**src/rtl/hdr_pkg.sv**
```systemverilog
// Shared definitions for the header-checking stream stages: length width, FSM states, byte popcount.
// Latency: n/a (package only).
// Backpressure: n/a (package only).
package hdr_pkg;

  // Width of the header length field and of every byte counter derived from it.
  localparam int HDR_LEN_W = 16;

  // Widest tkeep the popcount helper accepts; narrower keeps are zero-extended by the caller.
  localparam int POPCNT_MAX_W = 128;

  // Header/payload tracking states.
  typedef enum logic {
    S_HEADER  = 1'b0,
    S_PAYLOAD = 1'b1
  } hdr_state_e;

  // Number of set byte enables. Non-contiguous keeps are fine: only the count matters.
  function automatic logic [HDR_LEN_W-1:0] popcount(input logic [POPCNT_MAX_W-1:0] bits);
    logic [HDR_LEN_W-1:0] cnt;
    cnt = '0;
    for (int i = 0; i < POPCNT_MAX_W; i++) begin
      cnt = cnt + HDR_LEN_W'(bits[i]);
    end
    return cnt;
  endfunction

endpackage

```
**src/rtl/axis_pipe_reg.sv**
```systemverilog
// Single-stage AXI-Stream register (data, keep, last, valid), reusable between stream stages.
// Latency: 1 cycle from input acceptance to output valid.
// Backpressure: in_tready_o = !out_tvalid_o | out_tready_i, full throughput, output held while stalled.
module axis_pipe_reg #(
  parameter int DW = 128,
  parameter int KW = DW / 8
) (
  input  logic          clk,
  input  logic          resetn,
  input  logic [DW-1:0] in_tdata_i,
  input  logic [KW-1:0] in_tkeep_i,
  input  logic          in_tlast_i,
  input  logic          in_tvalid_i,
  output logic          in_tready_o,
  output logic [DW-1:0] out_tdata_o,
  output logic [KW-1:0] out_tkeep_o,
  output logic          out_tlast_o,
  output logic          out_tvalid_o,
  input  logic          out_tready_i
);

  logic [DW-1:0] tdata_q, tdata_d;
  logic [KW-1:0] tkeep_q, tkeep_d;
  logic          tlast_q, tlast_d;
  logic          tvalid_q, tvalid_d;
  logic          load;

  // The register can take a new beat whenever it is empty or its current beat leaves this cycle.
  assign in_tready_o = !tvalid_q || out_tready_i;
  assign load        = in_tready_o && in_tvalid_i;

  // Next state: refill on an accepted beat, drain when the consumer takes the beat, else hold.
  always_comb begin
    tdata_d  = tdata_q;
    tkeep_d  = tkeep_q;
    tlast_d  = tlast_q;
    tvalid_d = tvalid_q;
    if (in_tready_o) begin
      tvalid_d = in_tvalid_i;
    end
    if (load) begin
      tdata_d = in_tdata_i;
      tkeep_d = in_tkeep_i;
      tlast_d = in_tlast_i;
    end
  end

  // Output register; reset clears the whole beat so nothing stale survives a mid-packet reset.
  always_ff @(posedge clk or negedge resetn) begin
    if (!resetn) begin
      tdata_q  <= '0;
      tkeep_q  <= '0;
      tlast_q  <= 1'b0;
      tvalid_q <= 1'b0;
    end else begin
      tdata_q  <= tdata_d;
      tkeep_q  <= tkeep_d;
      tlast_q  <= tlast_d;
      tvalid_q <= tvalid_d;
    end
  end

  assign out_tdata_o  = tdata_q;
  assign out_tkeep_o  = tkeep_q;
  assign out_tlast_o  = tlast_q;
  assign out_tvalid_o = tvalid_q;

endmodule

```
**src/rtl/check_header.sv**
```systemverilog
// Strips the one-beat length header, forwards payload, checks declared vs counted bytes. Optional err_count: CHECK_HEADER_ERRCNT_EN.
// Latency: 1 cycle input acceptance to axis_out_tvalid; stat_valid/stat_hdr_err 1 cycle after the qualifying beat.
// Backpressure: axis_in_tready = !axis_out_tvalid | axis_out_tready; header beats consume an input slot with no output.
module check_header
  import hdr_pkg::*;
#(
  parameter int DW = 128,
  parameter int LW = HDR_LEN_W
) (
  input  logic            clk,
  input  logic            resetn,
  input  logic [DW-1:0]   axis_in_tdata,
  input  logic [DW/8-1:0] axis_in_tkeep,
  input  logic            axis_in_tlast,
  input  logic            axis_in_tvalid,
  output logic            axis_in_tready,
  output logic [DW-1:0]   axis_out_tdata,
  output logic [DW/8-1:0] axis_out_tkeep,
  output logic            axis_out_tlast,
  output logic            axis_out_tvalid,
  input  logic            axis_out_tready,
  output logic            stat_valid,
  output logic            stat_len_ok,
  output logic [LW-1:0]   stat_len,
  output logic            stat_hdr_err,
  output logic [15:0]     err_count,
  input  logic            err_clr
);

  localparam int KW = DW / 8;

  hdr_state_e    state_q;
  logic [LW-1:0] declared_len_q;
  logic [LW-1:0] byte_cnt_q;
  logic          stat_valid_q;
  logic          stat_len_ok_q;
  logic [LW-1:0] stat_len_q;
  logic          stat_hdr_err_q;

  logic          in_rdy;
  logic          accept;
  logic          pipe_vld;
  logic [LW-1:0] beat_bytes;
  logic [LW-1:0] len_final;
  logic          hdr_bad;
  logic          len_bad;
  logic          err_inc;

  // Header beats are swallowed here: only payload beats are offered to the output register.
  assign accept   = axis_in_tvalid && in_rdy;
  assign pipe_vld = axis_in_tvalid && (state_q == S_PAYLOAD);

  // Byte accounting is LW-bit unsigned; wrap-around is intentionally compared as-is.
  assign beat_bytes = LW'(popcount(POPCNT_MAX_W'(axis_in_tkeep)));
  assign len_final  = byte_cnt_q + beat_bytes;

  // Error events, evaluated on the accepting edge.
  assign hdr_bad = accept && (state_q == S_HEADER) && axis_in_tlast;
  assign len_bad = accept && (state_q == S_PAYLOAD) && axis_in_tlast && (len_final != declared_len_q);
  assign err_inc = hdr_bad || len_bad;

  axis_pipe_reg #(
    .DW (DW),
    .KW (KW)
  ) u_out_reg (
    .clk          (clk),
    .resetn       (resetn),
    .in_tdata_i   (axis_in_tdata),
    .in_tkeep_i   (axis_in_tkeep),
    .in_tlast_i   (axis_in_tlast),
    .in_tvalid_i  (pipe_vld),
    .in_tready_o  (in_rdy),
    .out_tdata_o  (axis_out_tdata),
    .out_tkeep_o  (axis_out_tkeep),
    .out_tlast_o  (axis_out_tlast),
    .out_tvalid_o (axis_out_tvalid),
    .out_tready_i (axis_out_tready)
  );

  assign axis_in_tready = in_rdy;

  // Header/payload FSM with registered length tracking and status outputs.
  always_ff @(posedge clk or negedge resetn) begin
    if (!resetn) begin
      state_q        <= S_HEADER;
      declared_len_q <= '0;
      byte_cnt_q     <= '0;
      stat_valid_q   <= 1'b0;
      stat_len_ok_q  <= 1'b0;
      stat_len_q     <= '0;
      stat_hdr_err_q <= 1'b0;
    end else begin
      stat_valid_q   <= 1'b0;
      stat_hdr_err_q <= 1'b0;
      case (state_q)
        S_HEADER: begin
          if (accept) begin
            if (axis_in_tlast) begin
              // A header that also closes the packet carries no payload: flag it and wait for the next header.
              stat_hdr_err_q <= 1'b1;
            end else begin
              declared_len_q <= axis_in_tdata[LW-1:0];
              byte_cnt_q     <= '0;
              state_q        <= S_PAYLOAD;
            end
          end
        end
        S_PAYLOAD: begin
          if (accept) begin
            byte_cnt_q <= len_final;
            if (axis_in_tlast) begin
              stat_valid_q  <= 1'b1;
              stat_len_q    <= len_final;
              stat_len_ok_q <= (len_final == declared_len_q);
              state_q       <= S_HEADER;
            end
          end
        end
        default: state_q <= S_HEADER;
      endcase
    end
  end

  assign stat_valid   = stat_valid_q;
  assign stat_len_ok  = stat_len_ok_q;
  assign stat_len     = stat_len_q;
  assign stat_hdr_err = stat_hdr_err_q;

`ifdef CHECK_HEADER_ERRCNT_EN
  logic [15:0] err_count_q;

  // Saturating error counter; a clear in the same cycle as an error wins.
  always_ff @(posedge clk or negedge resetn) begin
    if (!resetn) begin
      err_count_q <= '0;
    end else if (err_clr) begin
      err_count_q <= '0;
    end else if (err_inc && (err_count_q != 16'hFFFF)) begin
      err_count_q <= err_count_q + 16'd1;
    end
  end

  assign err_count = err_count_q;
`else
  // Counter not built: register map reads zero and the clear has no effect.
  logic unused_errcnt;
  assign unused_errcnt = err_clr ^ err_inc;
  assign err_count     = '0;
`endif

endmodule

```
**config.mk**
```make
export PLATFORM = sky130hd
export DESIGN_NAME = check_header
export DESIGN_NICKNAME = d
export VERILOG_FILES = /design/src/rtl/hdr_pkg.sv /design/src/rtl/axis_pipe_reg.sv /design/src/rtl/check_header.sv
export SDC_FILE = /design/constraint.sdc
export NUM_CORES = 1
export LEC_CHECK = 0
export CORE_UTILIZATION = 30
export DETAILED_ROUTE_END_ITERATION = 10
export GPL_ROUTABILITY_DRIVEN = 0
export SKIP_CTS_REPAIR_TIMING = 1
export SLEW_MARGIN = 40
export SYNTH_ARGS = -nofsm -noshare
export SYNTH_HDL_FRONTEND = slang
export SYNTH_SLANG_ARGS = --single-unit
```
**constraint.sdc**
```tcl
create_clock -name clk -period 4.95 [get_ports clk]
set_clock_uncertainty 0.15 [all_clocks]
set_input_delay 1.2375 -clock clk [delete_from_list [all_inputs] [get_ports clk]]
set_output_delay 1.2375 -clock clk [all_outputs]
set_load 0.02 [all_outputs]
```
# Word-level counts from Yosys, hierarchy flattened
# Index checks and enable logic that the tools add are counted.
[word_totals]
in_bits = 150
ff_bits = 198
output_inout_bits = 182
[op_classes]
muxes = 12
addsub = 16
bitwise_logic = 2
reduce_logical = 8
eq_ne = 4
[ops]
columns = ["operator", "count"]
rows = [
  ["$mux W16", 3],
  ["$pmux W16 S2", 1],
  ["$add A15 B1 Y16", 1],
  ["$add A16 B16 Y16", 1],
  ["$eq A16 B16 Y1", 1],
  ["$add A14 B1 Y15", 1],
  ["$add A13 B1 Y14", 1],
  ["$add A12 B1 Y13", 1],
  ["$add A11 B1 Y12", 1],
  ["$add A10 B1 Y11", 1],
  ["$add A9 B1 Y10", 1],
  ["$add A8 B1 Y9", 1],
  ["$reduce_and A3 Y1", 3],
  ["$add A7 B1 Y8", 1],
  ["$add A6 B1 Y7", 1],
  ["$mux W1", 7],
  ["$add A5 B1 Y6", 1],
  ["$add A4 B1 Y5", 1],
  ["$add A3 B1 Y4", 1],
  ["$ne A2 B2 Y1 const B", 2],
  ["$add A2 B1 Y3", 1],
  ["$logic_and A1 B1 Y1", 3],
  ["$add A1 B1 Y2", 1],
  ["$ne A2 B1 Y1 const B", 1],
  ["other kinds (4)", 5],
]

# Longest topological paths before layout
# Gate-level depths: netlist of the first run.
[depth]
depth_word = 18
mapped_depth = 16
mapped_depth_nobuf = 16

# By module
# Synthesis of the first run repeated with hierarchy kept, for this count alone.
[unflattened]
cells_unflattened = 661
area_unflattened_um2 = 8961.1
[modules_own_cells]
columns = ["module", "cells_each", "n_inst", "area_per_inst_um2"]
rows = [
  ["axis_pipe_reg", 309, 1, 5617.9],
  ["check_header", 352, 1, 3343.2],
]

# Worst setup path after synthesis of the first run
# No wires, ideal clock.
[synth_timing]
path_kind = "input port to flip-flop"
from = "in axis_in_tkeep[0]"
to = "reg stat_len_ok_q, in the netlist stat_len_ok"
t_arrival_ps = 5581
path_stages = 14
required_ps = 4708
n_path_buf = 0
slack_ps = -873
cell_sequence = "fa_1 > inv_1 > fa_1 > fa_1 > fa_1 > fa_1 > fa_1 > xnor2_1 > xor2_1 > a211o_1 > nor4_2 > nand4_1 > or4_1 > o31ai_2"
[synth_between]
elab_chain_cells = 17
[synth_rtl]
columns = ["element", "line_no", "source"]
rows = [
  ["from (decl)", "check_header.sv:13", "input logic [DW/8-1:0] axis_in_tkeep,"],
  ["$add A1 B1 Y2", "hdr_pkg.sv:23", "cnt = cnt + HDR_LEN_W'(bits[i]);"],
  ["$add A2 B1 Y3", "hdr_pkg.sv:23", ""],
  ["$add A3 B1 Y4", "hdr_pkg.sv:23", ""],
  ["$add A4 B1 Y5", "hdr_pkg.sv:23", ""],
  ["$add A5 B1 Y6", "hdr_pkg.sv:23", ""],
  ["$add A6 B1 Y7", "hdr_pkg.sv:23", ""],
  ["$add A7 B1 Y8", "hdr_pkg.sv:23", ""],
  ["$add A8 B1 Y9", "hdr_pkg.sv:23", ""],
  ["$add A9 B1 Y10", "hdr_pkg.sv:23", ""],
  ["$add A10 B1 Y11", "hdr_pkg.sv:23", ""],
  ["$add A11 B1 Y12", "hdr_pkg.sv:23", ""],
  ["$add A12 B1 Y13", "hdr_pkg.sv:23", ""],
  ["$add A13 B1 Y14", "hdr_pkg.sv:23", ""],
  ["$add A14 B1 Y15", "hdr_pkg.sv:23", ""],
  ["$add A15 B1 Y16", "hdr_pkg.sv:23", ""],
  ["$add A16 B16 Y16", "check_header.sv:55", "assign len_final = byte_cnt_q + beat_bytes;"],
  ["$eq A16 B16 Y1", "check_header.sv:114", "stat_len_ok_q <= (len_final == declared_len_q);"],
  ["to (signal assigned)", "check_header.sv:114", ""],
  ["to (decl)", "check_header.sv:36", "logic stat_len_ok_q;"],
]
# No other way between the ends.
# A chain may end at the register's enable or synchronous reset.

# Worst setup path in the final report of the first run
[layout_timing]
from = "in axis_in_tkeep[13]"
to = "reg stat_len_ok_q, in the netlist stat_len_ok"
[layout_between]
elab_chain_cells = 5
[layout_rtl]
columns = ["element", "line_no"]
rows = [
  ["$add A13 B1 Y14", "hdr_pkg.sv:23"],
  ["$add A14 B1 Y15", "hdr_pkg.sv:23"],
  ["$add A15 B1 Y16", "hdr_pkg.sv:23"],
  ["$add A16 B16 Y16", "check_header.sv:55"],
  ["$eq A16 B16 Y1", "check_header.sv:114"],
]
# No other way between the ends.

==> metrics.md, run 1 <==
| Metric | Value |
|---|---|
| Slowest CP cell | `fa_2` |
| Outcome | `finished with violations` |
| GR Layer Usage met2 | `about 28%` |
| Die Footprint | `between 0.02 and 0.03 mm²` |
| Startpoint types | `input pin` |
| Total gr overflow | `0` |
| Main combinational cell family by area after synthesis | `simple AND/OR/NAND/NOR gates` |
| CP most frequent cell | `fa_1` |
| Seq cells post-synth | `198` |
| Max Fclk | `between 0.15 and 0.2 GHz` |
| Period utilization | `116.4%` |
| Global router's overall resource usage | `about 18%` |
| Routed wire length per instance | `approximately 15 µm` |
| R2r endpoint | `stat_len_ok` |
| R2R Path Start | `byte_cnt_q[0]` |
| Global-route wire length before repair | `a little over 40000 µm` |
| Global routing's busiest layer | `met2` |
| Sequential fraction of the synthesis area | `between 50% and 60%` |
| Post-synthesis compound-gate area fraction | `6.195%` |
| Final ANT Viol Nets | `0` |
| Io pins | `between 300 and 400` |
| Via density per instance | `approximately 4.4` |
| Design Area, Final | `approximately 0.013 mm²` |
| Largest net degree at the start of global routing | `88` |
| Min Tclk post-route | `slightly below 6 ns` |
| FP Rows | `62` |
| Simple-gate portion of the synthesized area | `a little under a quarter` |
| Yosys cell types | `54` |
| Asr flop ratio synth | `100.0%` |
| Placeable Area | `0.02870 mm²` |
| Placed Area | `~0.012 mm²` |
| Clock tree sinks | `between 150 and 200` |
| Final non-filler cell total | `approximately 1700` |
| HP Start | `u_out_reg.out_tdata_o[64]` |
| Crit path DAT | `~6 ns` |
| Mux cell area share after synthesis | `2.690%` |
| CTS root buffer | `clkbuf_16` |
| Initial antenna violation count | `0` |
| Routing usage on met3 | `4.244%` |
| RSZ-0062 raised after global routing | `yes` |
| Worst vdd ir | `273.0 µV` |
| R2R Setup Slk | `approximately 0.22 ns` |
| Crit-path max cell delay | `~0.58 ns` |
| CTS tree | `built` |
| Routed Wire Length | `25740 µm` |
| Cell Area, Synth | `slightly below 0.009 mm²` |
| Avg Inst Size Synth | `9.255 µm²` |
| Post-DP HPWL | `approximately 18000 µm` |
| Post-synthesis adder-cell area fraction | `3.891%` |
| CP Class | `in -> reg` |
| Vias in the first global route | `roughly 7400` |
| Slew Viols, Final | `0` |
| Ys flop type | `dfrtp_1` |
| CTS H-tree lvls | `4` |
| Final setup margin | `-0.8137 ns` |
| Met1 Use GR | `approximately a quarter` |
| Pwr Density | `roughly 500 mW/mm²` |
| Skew-Pair Late Insertion Delay | `about 0.44 ns` |
| Final Hold Viols | `0` |
| Crit path max fanout | `3` |
| Failing checks | `negative setup slack` |
| Worst Path Required | `slightly above 5 ns` |
| Initial Utilization | `30.47%` |
| Placed cell count | `between 1500 and 2000` |
| R2R depth | `13` |
| Setup-failing EPs final | `15` |
| Max-slew headroom | `between 40% and 50%` |
| Critical Path End Type | `flop` |
| Diodes inserted | `0` |
| Post-synth EDFFs | `0` |
| XOR/XNOR Fraction of Synth Area | `about 3.0%` |
| Share of cells above drive strength 1 | `10.83%` |
| Drt pass-1 iters | `4` |
| Post-Route Setup TNS | `-4.779 ns` |
| Instance count of the mapped netlist | `roughly 950` |
| Final Total Pwr | `approximately 6600 µW` |
| Clock buffer depth | `2` |
| PortBufs | `314` |
| Layout area overhead | `50.64%` |
| Worst hold slack | `approximately 0.32 ns` |
| Synth warn | `0` |
| Hold endpoint | `u_out_reg.out_tdata_o[64]` |
| DRT iter0 DRCs | `roughly 350` |
| Clk pin slew, worst setup/hold paths | `roughly 0.07 ns` |
| Worst Hold Depth | `2` |
| Fill cell total of the finished layout | `2713` |
| Cell leakage power | `just over 0.006 µW` |
| Drt drc | `0` |
| Cell chain of the critical path | `buf_8 -> fa_1 -> inv_2 -> fa_1 -> fa_1 -> fa_1 -> fa_2 -> fa_2 -> xnor2_1 -> a211oi_1 -> o21ai_1 -> nor4_2 -> nand4_1 -> or4_4 -> o31ai_2` |
| MaxCap Viol Count | `0` |
| Worst hold path type | `reg -> reg` |
| Final #Nets | `around 1400` |
| CTS buffer count | `17` |
| DR vias | `approximately 7400` |
| Chip height | `172.7 µm` |
| Worst Tran Pin Value | `approximately 0.83 ns` |
| Die width | `around 170 µm` |
-- state kept, by name, indices dropped and copies added, names as in the netlist, named ones only --
signal	cells
declared_len_q	16
u_out_reg.out_tlast_o	1
u_out_reg.out_tvalid_o	1
u_out_reg.out_tdata_o	128
stat_len	16
stat_len_ok	1
u_out_reg.out_tkeep_o	16
byte_cnt_q	16
stat_valid	1
stat_hdr_err	1
-- cell families (layout without fill, tap and decap cells) --
family / count (synthesis) / after routing
DFF: 198 / 198
adders and majority gates: 20 / 20
and+or+nand+nor: 498 / 498
xor gates and xnor gates: 30 / 30
buffers and inverters: 93 / 417
other: 1 / 16
muxes: 21 / 21
AOI/OAI and AO/OA: 84 / 84
-- worst max path at each step --
stage / from / slack [ns] / cells past startpoint / endpoint
after floorplan: axis_in_tkeep[0] / -0.76 / 14 / stat_len_ok
after global placement: axis_in_tkeep[0] / -1.51 / 15 / stat_len_ok
after detailed placement: axis_in_tkeep[0] / -1.52 / 15 / stat_len_ok
after CTS: axis_in_tkeep[0] / -1.11 / 15 / stat_len_ok
after global routing: axis_in_tkeep[13] / -1.02 / 15 / stat_len_ok
final: axis_in_tkeep[13] / -0.81 / 15 / stat_len_ok
-- cell usage after synthesis, drive strengths merged, types with 2 or more instances --
master	number	area, µm²
o21ai	44	224.0
a22o	3	26.28
xnor2	21	183.9
o22ai	2	18.77
nand4	2	12.51
a21o	2	15.01
fa	12	240.2
and3	5	33.78
nand3	6	30.03
buf	24	161.4
xor2	9	78.83
o32a	2	20.02
and2	2	12.51
mux2	20	225.2
o211ai	4	30.03
nand2b	3	18.77
o31ai	7	57.55
nor2	21	81.33
a21oi	12	82.58
inv	28	105.1
a211o	2	17.52
nand2	446	1677
ha	8	100.1
clkbuf	40	151.4
dfrtp	198	4955
o221ai	2	17.52
nor3	5	47.54
-- per-stage QoR --
step           utilization [%]  setup WS, ns
5_1_grt                  45.90        -1.023
3_5_place_dp             43.45        -1.517
2_1_floorplan                -       -0.7645
3_3_place_gp             43.45        -1.511
6_report                 45.90       -0.8137
4_1_cts                  45.33        -1.105
-- worst max-delay path, delay by kind of cell --
kind	cells	cell delay, ns
AND/OR/NAND/NOR	3	0.98
adder cells (fa/ha/maj)	6	3.03
AO/OA/AOI/OAI	3	0.50
XOR/XNOR	1	0.07
buffers and inverters	2	0.14
-- cell usage in the layout (no fill, tap or decap), types with 5 or more instances in the layout --
master,instances
nor2_1,17
o21ai_1,13
dfrtp_1,198
inv_1,24
clkinvlp_4,5
o21ai_0,29
xor2_1,5
o31ai_1,6
buf_6,6
nand3_1,5
nand2_1,445
clkbuf_16,17
ha_1,8
xnor2_1,17
buf_4,34
a21oi_1,9
conb_1,16
mux2_2,19
fa_1,10
clkdlybuf4s50_1,304
-- layout make-up --
| cell class | count | area (µm²) | area share [%] |
|---|---|---|---|
| flip-flops and latches | 198 | 4955 | 37.61 |
| multi-input cells | 669 | 3565 | 27.06 |
| repair buffers | 357 | 3532 | 26.81 |
| well taps | 384 | 480.5 | 3.647 |
| clock buffers | 22 | 464.2 | 3.523 |
| inverters | 28 | 105.1 | 0.7977 |
| clock inverters | 10 | 73.82 | 0.5603 |
-- where the power goes --
group	leakage [µW]	total, µW	internal, µW	switching, µW
Sequential	0.00249	2300	2040	260
Combinational	0.00348	2940	1400	1540
Clock	0.000249	1320	672	646
Total	0.00621	6570	4120	2450
-- layer usage --
layer | routed length (µm) | up-vias
met4 | 514 | 0
met1 | 11770 | 3533
met5 | 0 | -
li1 | - | 3581
met3 | 1525 | 31
met2 | 11930 | 225
Note: power is estimated with default switching activity, not from simulation.
==> inputs of run 2 (changes only) <==
--- a/config.mk
+++ b/config.mk
@@ -5,6 +5,7 @@
 export SDC_FILE = /design/constraint.sdc
 export NUM_CORES = 1
 export LEC_CHECK = 0
+export ABC_CLOCK_PERIOD_IN_PS = 4950
 export CORE_UTILIZATION = 30
 export DETAILED_ROUTE_END_ITERATION = 10
 export GPL_ROUTABILITY_DRIVEN = 0
==> results of run 2 <==
Same layout as run 1: the final DEF is identical, and so are final timing and power.
